**src/rtl/riscv_pkg.sv**
```systemverilog
// Shared RISC-V core definitions: data width, decoder opcodes and the
// data-memory responder state encoding.
package riscv_pkg;

   localparam int unsigned XLEN  = 32;
   localparam int unsigned CNT_W = 3;

   localparam logic [6:0] OP_LW = 7'b0000011;
   localparam logic [6:0] OP_SW = 7'b0100011;

   typedef enum logic [1:0] {
      IDLE = 2'd0,
      WAIT = 2'd1,
      RESP = 2'd2
   } dmem_state_e;

endpackage

```
**src/rtl/dmem_array.sv**
```systemverilog
// Single-port word RAM with synchronous write and registered read; no reset.
module dmem_array
   import riscv_pkg::*;
#(
   parameter int unsigned DEPTH = 64
) (
   input  logic                     clk,
   input  logic                     we,
   input  logic [$clog2(DEPTH)-1:0] idx,
   input  logic [XLEN-1:0]          wdata,
   output logic [XLEN-1:0]          rdata
);

   logic [XLEN-1:0] mem [DEPTH];

   // Read returns the pre-write contents on a same-edge write.
   always_ff @(posedge clk) begin
      if (we) begin
         mem[idx] <= wdata;
      end
      rdata <= mem[idx];
   end

endmodule

```
**src/rtl/dmem_resp.sv**
```systemverilog
// Data-memory responder: one word load/store at a time over valid/ready,
// response after LATENCY wait cycles, held until the core accepts it.
module dmem_resp
   import riscv_pkg::*;
#(
   parameter int unsigned DEPTH   = 64,
   parameter int unsigned LATENCY = 2
) (
   input  logic            clk,
   input  logic            reset,
   input  logic            req_valid,
   output logic            req_ready,
   input  logic            req_we,
   input  logic [XLEN-1:0] req_addr,
   input  logic [XLEN-1:0] req_wdata,
   output logic            rsp_valid,
   input  logic            rsp_ready,
   output logic [XLEN-1:0] rsp_rdata,
   output logic            rsp_err
);

   localparam int unsigned IW = $clog2(DEPTH);

   dmem_state_e      state;
   logic [CNT_W-1:0] cnt;
   logic             lat_we;
   logic [XLEN-1:0]  lat_addr;
   logic [XLEN-1:0]  lat_wdata;
   logic             rd_ok;

   logic             accept_c;
   logic             access_c;
   logic             acc_we_c;
   logic [XLEN-1:0]  acc_addr_c;
   logic [XLEN-1:0]  acc_wdata_c;
   logic             err_c;
   logic             mem_we_c;
   logic [IW-1:0]    idx_c;
   logic [XLEN-1:0]  arr_rdata;

   // With zero latency the access happens on the accept edge, so the raw
   // request is used; otherwise the latched copy is.
   always_comb begin
      accept_c    = (state == IDLE) && req_valid;
      acc_we_c    = (state == IDLE) ? req_we    : lat_we;
      acc_addr_c  = (state == IDLE) ? req_addr  : lat_addr;
      acc_wdata_c = (state == IDLE) ? req_wdata : lat_wdata;
      access_c    = (LATENCY == 0) ? accept_c : ((state == WAIT) && (cnt == '0));
      err_c       = (acc_addr_c[1:0] != 2'b00) ||
                    (XLEN'(acc_addr_c[XLEN-1:2]) >= XLEN'(DEPTH));
      mem_we_c    = access_c && acc_we_c && !err_c && !reset;
      idx_c       = acc_addr_c[IW+1:2];
   end

   dmem_array #(
      .DEPTH (DEPTH)
   ) u_array (
      .clk   (clk),
      .we    (mem_we_c),
      .idx   (idx_c),
      .wdata (acc_wdata_c),
      .rdata (arr_rdata)
   );

   // Array output is held stable during RESP because idx comes from lat_addr.
   assign rsp_rdata = arr_rdata & {XLEN{rd_ok}};

   always_ff @(posedge clk or posedge reset) begin
      if (reset) begin
         state     <= IDLE;
         cnt       <= '0;
         lat_we    <= 1'b0;
         lat_addr  <= '0;
         lat_wdata <= '0;
         req_ready <= 1'b1;
         rsp_valid <= 1'b0;
         rsp_err   <= 1'b0;
         rd_ok     <= 1'b0;
      end else begin
         case (state)
            IDLE: begin
               if (req_valid) begin
                  lat_we    <= req_we;
                  lat_addr  <= req_addr;
                  lat_wdata <= req_wdata;
                  req_ready <= 1'b0;
                  if (LATENCY == 0) begin
                     state <= RESP;
                  end else begin
                     cnt   <= CNT_W'(LATENCY - 1);
                     state <= WAIT;
                  end
               end
            end
            WAIT: begin
               if (cnt == '0) begin
                  state <= RESP;
               end else begin
                  cnt <= cnt - CNT_W'(1);
               end
            end
            RESP: begin
               if (rsp_ready) begin
                  state     <= IDLE;
                  rsp_valid <= 1'b0;
                  rsp_err   <= 1'b0;
                  rd_ok     <= 1'b0;
                  req_ready <= 1'b1;
               end
            end
            default: state <= IDLE;
         endcase

         // Response capture on the access edge
         if (access_c) begin
            rsp_valid <= 1'b1;
            rsp_err   <= err_c;
            rd_ok     <= !acc_we_c && !err_c;
         end
      end
   end

endmodule

```
**config.mk**
```make
export PLATFORM = sky130hd
export DESIGN_NAME = dmem_resp
export DESIGN_NICKNAME = d
export VERILOG_FILES = /design/src/rtl/riscv_pkg.sv /design/src/rtl/dmem_array.sv /design/src/rtl/dmem_resp.sv
export SDC_FILE = /design/constraint.sdc
export NUM_CORES = 2
export LEC_CHECK = 0
export CORE_MARGIN = 5
export CORE_UTILIZATION = 30
export DETAILED_ROUTE_END_ITERATION = 8
export PLACE_DENSITY = 0.42
export SYNTH_ARGS = -nofsm -noshare
export SYNTH_HDL_FRONTEND = slang
export SYNTH_SLANG_ARGS = --single-unit
```
**constraint.sdc**
```tcl
create_clock -name clk -period 8.9 [get_ports clk]
set_input_delay 1.78 -clock clk [delete_from_list [all_inputs] [get_ports clk]]
set_output_delay 1.78 -clock clk [all_outputs]
set_load 0.005 [all_outputs]
```
# After elaboration in Yosys (flattened, before gate mapping)
# Memory sizes are Yosys's and may differ from the RTL's. A register that Yosys moved wholly into a read port is not among the register bits.
# Index checks and enable logic that the tools add are counted.
# word_totals
reg_bits	74
ramBits	2048
input_bits	69
out_inout_bits	35
word_cells	60
memories	1
# classes
addsub	1
magnitude_cmp	1
eq_ne	6
muxes	20
bitwise_logic	1
reduce_logical	21
# memory_table
memory	depth	width	rd	rd_clocked_by_memory_dff	write_ports	line_no	source
u_array.mem	64	32	1	1	1	dmem_array.sv:14	logic [XLEN-1:0] mem [DEPTH];
# op_table
cell	n
32-bit 2-to-1 mux	2
32-bit bitwise AND	1
30-bit by 7-bit greater-or-equal comparator with 1-bit output, second input constant	1
1-bit 2-to-1 mux	10
2-bit nonzero test	5
3-bit AND reduction	3
2-bit 2-to-1 mux	3
3-bit 2-to-1 mux	2
2-bit != test, second input constant	3
2-bit case mux with 3 select lines	1
3-bit case mux with 2 select lines	1
1-bit logical AND	5
2-bit AND reduction	2
1-bit logical NOT	3
3-bit logical NOT	1
3-bit by 1-bit subtractor with 3-bit output, second input constant	1
2-bit by 1-bit equality test with 1-bit output, second input constant	1
2-bit equality test, second input constant	1
2-bit logical NOT	1
2-bit by 1-bit != test with 1-bit output, second input constant	1
1-bit case mux with 2 select lines	1
1-bit logical OR	1

# Logic depth before layout (Yosys ltp)
# depth
word_depth	9
mapped_depth	12
depth_no_buf	8

# Cells and area by module
# From an unflattened synthesis, not the netlist that was laid out.
# unflattened
hier_cells	4523
hier_area_um2	82658.0
# by_module_without_submodules
mod	instances	cells_per_inst	area_each_um2	seq_area_each_um2
dmem_array	1	4239	78928.2	62139.6
dmem_resp	1	284	3729.8	1853.0

# Least setup slack after synthesis
# OpenSTA, ideal clock, no wires.
# synth_timing
path_type	in2reg
start	input port reset
end	memory u_array.mem[0][0], enable pin
t_arrival_ns	5.463
required_time_ns	8.479
path_slack_ns	3.016
stages	5
path_buffers	1
cell_sequence	inv_1 -> nand3b_1 -> nand2b_1 -> clkbuf_1 -> nor2_1
# synth_via
elab_chain_cells	4
# synth_lines
element	line_no	source
from (decl)	dmem_resp.sv:10	input logic reset,
1-bit logical NOT (no source line)	n/a	
1-bit logical AND	dmem_resp.sv:51	mem_we_c = access_c && acc_we_c && !err_c && !reset;
1-bit 2-to-1 mux	dmem_array.sv:18	if (we) begin
1-bit 2-to-1 mux (not written as such)	dmem_array.sv:19	mem[idx] <= wdata;
to (decl)	dmem_array.sv:14	
# No other way between the ends.

# Worst setup path in the final report
# layout_timing
start	input port req_addr[4]
end	register u_array.rdata[1], read port of u_array.mem
# layout_via
elab_chain_cells	1
# layout_lines
element	line_no	source
from (decl)	dmem_resp.sv:14	input logic [XLEN-1:0] req_addr,
32-bit 2-to-1 mux	dmem_resp.sv:46	acc_addr_c = (state == IDLE) ? req_addr : lat_addr;
to (decl)	dmem_array.sv:11	output logic [XLEN-1:0] rdata
# No other way between the ends.
# A chain may end at the register's enable or synchronous reset.

==> flow_summary.ini <==
[outcome]
outcome = complete, no violations

[critical_path]
critical_path_peak_fanout = 37
crit_path_start_kind = input port
worst-setup-path-type = in -> reg
cp_common_cell = sky130_fd_sc_hd__buf_4
reg2reg_setup_slack_ps = 3250
crit_family = simple AND/OR/NAND/NOR gates
critical_path.slowest_cell = sky130_fd_sc_hd__nor4_1
critPathArrivalTime_ps = 6850
worst_ep_required_time_ps = 9620
cp_num_buf_inv = 3
timing.critical_path.slowest_cell_delay_ps = 1070
crit_path_end_kind = register
crit_chain = clkdlybuf4s50_1 -> or3_1 -> o22ai_4 -> buf_4 -> buf_4 -> a22o_1 -> a221oi_1 -> a31oi_1 -> nor4_1 -> nand3_1

[synth]
post_synth.cell_area_avg_um2 = 18.19
synth.yosys.seq_area_share_pct = 80.99
synth_top_area_share_pct = 77.84
synth-seq-cells = 2154
postSynth.topFlopCell = sky130_fd_sc_hd__edfxtp_1
synth.cell_area_um2 = 79010
synth_top_cells_by_area = sky130_fd_sc_hd__edfxtp_1 78%, sky130_fd_sc_hd__a22oi_1 5.2%, sky130_fd_sc_hd__dfrtp_1 2.3%, sky130_fd_sc_hd__a221oi_1 2.1%, sky130_fd_sc_hd__a22o_1 1.9%
synthDistinctLibCells = 54
asyncSetResetFlopFracSynth_pct = 3.435
syn_nets = 4415
synth.largest_area_cell = sky130_fd_sc_hd__edfxtp_1
ys.warnings.count = 0
synth_enable_flop_cells = 2048
postSynthCellCount = 4344

[global_route]
grt_pass1_wl_mm = 376.0
number_of_global_route_vias_before_repair = 44190
globalRouteOverflowTotal = 0
antenna_found_initial = 30
grt_max_degree = 95
grt_usage_pct = 19.48

[pwr]
power_per_cell_area_nw_per_um2 = 354.6
total_power_w = 0.03280
static_leak_nw = 28.07
max_rail_drop_vdd_uv = 327.7

[floorplanning]
die_h_um = 523.2
design.core.area_um2 = 262300
die_width_um = 523.2
rows = 188
initial_core_utilization_pct = 30.12
boundaryPins = 104
die_area_um2 = 273700

[clocking]
cts_root_buf = sky130_fd_sc_hd__clkbuf_16
cts_sinks = 2154
worst_skew_pair.late_latency_ps = 880
cts_htree_levels = 4
postCtsSetupRepairBufs = 0
clock_buffer_count_from_cts = 227
tritoncts_clock_tree = built
cts_resized = 0
clockBufferDepth = 3
clkSlewWorstSetupHoldPaths_ps = 70
post_cts_hold_buffer_count = 0

[sta]
final_min_period_over_clock_period_pct = 68.91
fmax_ghz = 0.1631
worstMarginPinSlew_ps = 1420
timing.hold.ws_ps = 492.9
clock_skew_ps = 55.62
grt_setup_unrepaired = false
finalSetupTns_ps = 0
timing.final.max_slew_violations = 0
layout_min_cycle_time_ps = 6133
maxSlewHeadroom_pct = 4.476
setup_viol_count_final = 0
report.final.hold_viol_count = 0

[cells_and_area]
drive_gt1_share_pct = 15.18
area_delta_synth_final_pct = 17.07
final_instance_area_um2 = 92500
layout_filler_cell_count = 24650
design.final.nets = 4647

[place]
placed_wire_length_estimate_mm = 161.5
gp_congestion = 0.8093
placement.io_buffers = 103
place_area_um2 = 85370

[run]
maxCapViolCount = 0

[routing]
route.final.wire_length_mm = 273.7
drc_violations_left = 0
drtIter0Drc = 4694
wl_per_cell_um = 33.00
vias_per_cell = 5.442
drt.antenna.violating_nets = 0
via_count = 45140
detailedRoute.firstPassIterationCount = 8

[min_path]
min-delay-path-class = reg -> reg
[area by class of cell]
type | instances | area [um^2] | area share (%)
Antenna cell | 9 | 22.52 | 0.02435
Clock buffer | 290 | 5958 | 6.441
Clock inverter | 134 | 1146 | 1.239
Inverter | 7 | 27.53 | 0.02976
Multi-Input combinational cell | 1896 | 14360 | 15.52
Sequential cell | 2154 | 63990 | 69.18
Tap cell | 3515 | 4398 | 4.755
Timing Repair Buffer | 290 | 2595 | 2.805
[Yosys cell counts (all sizes together) (16+ instances only)]
cell and number:
nand2b 16, o21ai 45, a21oi 51, mux2 93, clkbuf 67, and2 35
a22o 174, a22oi 550, buf 220, nand3 34, a221oi 186, dfxtp 32
a31oi 204, nand2 161, a222oi 52, nand4 52, nor2 107, nor4 50
edfxtp 2048, dfrtp 73, mux2i 26
[per-layer routing]
layer	routed length, um	GRT usage (%)
met4	4854	3.839
met3	20100	3.810
met1	124700	28.71
met2	123900	30.09
met5	82	0
[registers in the layout, indices dropped and copies added (netlist names), 2 cells and up]
name / cells
u_array.mem: 2048
lat_addr: 32
lat_wdata: 32
u_array.rdata: 32
cnt: 3
state: 2
[logic make-up (layout without fill, tap and decap cells)]
group,count (synthesis),in the layout,synth area share [%]
AOI/OAI and AO/OA,1293,1293,12.51
adders and majority gates,2,2,0.03167
buffers and inverters,294,721,1.845
DFF,2154,2154,80.99
muxes,119,119,1.660
other,0,9,0
and+or+nand+nor,482,482,2.958
[layout by cell type, fill, tap and decap left out, types with 15 or more instances in the layout]
cell type	netlist	routed
sky130_fd_sc_hd__a22oi_1	550	550
sky130_fd_sc_hd__clkbuf_1	67	60
sky130_fd_sc_hd__a22o_1	174	174
sky130_fd_sc_hd__a222oi_1	52	52
sky130_fd_sc_hd__dfrtp_1	73	72
sky130_fd_sc_hd__nand2_4	0	20
sky130_fd_sc_hd__nor2_1	106	34
sky130_fd_sc_hd__a221oi_1	186	186
sky130_fd_sc_hd__clkinv_2	0	40
sky130_fd_sc_hd__clkbuf_16	0	228
sky130_fd_sc_hd__buf_4	32	173
sky130_fd_sc_hd__nor4_1	50	44
sky130_fd_sc_hd__mux2_2	93	93
sky130_fd_sc_hd__nand4_1	52	52
sky130_fd_sc_hd__a21oi_1	51	51
sky130_fd_sc_hd__a31oi_1	204	204
sky130_fd_sc_hd__edfxtp_1	2048	2048
sky130_fd_sc_hd__nand2_2	0	18
sky130_fd_sc_hd__dfxtp_1	32	32
sky130_fd_sc_hd__nand2_1	161	123
sky130_fd_sc_hd__mux2i_1	25	25
sky130_fd_sc_hd__clkdlybuf4s50_1	0	103
sky130_fd_sc_hd__nor2_4	0	64
sky130_fd_sc_hd__nand3_1	34	34
sky130_fd_sc_hd__clkinv_1	0	62
sky130_fd_sc_hd__nand2b_1	16	15
sky130_fd_sc_hd__o21ai_0	40	40
sky130_fd_sc_hd__and2_1	34	33
[path summary, 6_finish.rpt]
kind,from,end,cells past startpoint
worst min-delay path,rsp_err,rsp_err,2
min in group asynchronous,reset,lat_wdata[13],2
worst max-delay path,req_addr[4],u_array.rdata[1],10
worst max register to register,state[1],u_array.mem[2][22],9
worst min register to register,rsp_err,rsp_err,2
max in group asynchronous,reset,rd_ok,3
[stage by stage]
stage / instances / utilization [%] / worst slack, ps
finish: 8295 / 35.27 / 2767
global route: 8287 / 35.26 / 2721
CTS: 8286 / 35.26 / 2885
detailed placement: 7862 / 32.55 / 1918
global placement: 7859 / 32.54 / 1858
floorplan: 4344 / - / 3016
[report_power, final]
| group | leakage [nW] | switching, W | internal, W |
|---|---|---|---|
| sequential | 19.6 | 0.000210 | 0.0136 |
| combinational | 5.01 | 0.00766 | 0.00223 |
| clock | 3.45 | 0.00406 | 0.00506 |
| total | 28.1 | 0.0119 | 0.0209 |
[worst reg2reg max path, stage by stage (launching register included)]
cell                       delay, ps
sky130_fd_sc_hd__dfrtp_1        1060
sky130_fd_sc_hd__or2_2           360
sky130_fd_sc_hd__buf_4           450
sky130_fd_sc_hd__nand3_1         130
sky130_fd_sc_hd__o21ai_0         320
sky130_fd_sc_hd__nand4_1         160
sky130_fd_sc_hd__nand3b_1        510
sky130_fd_sc_hd__nand2b_1        890
sky130_fd_sc_hd__nor2_4          880
sky130_fd_sc_hd__buf_4           500
Power figures use the tool's default switching activity.
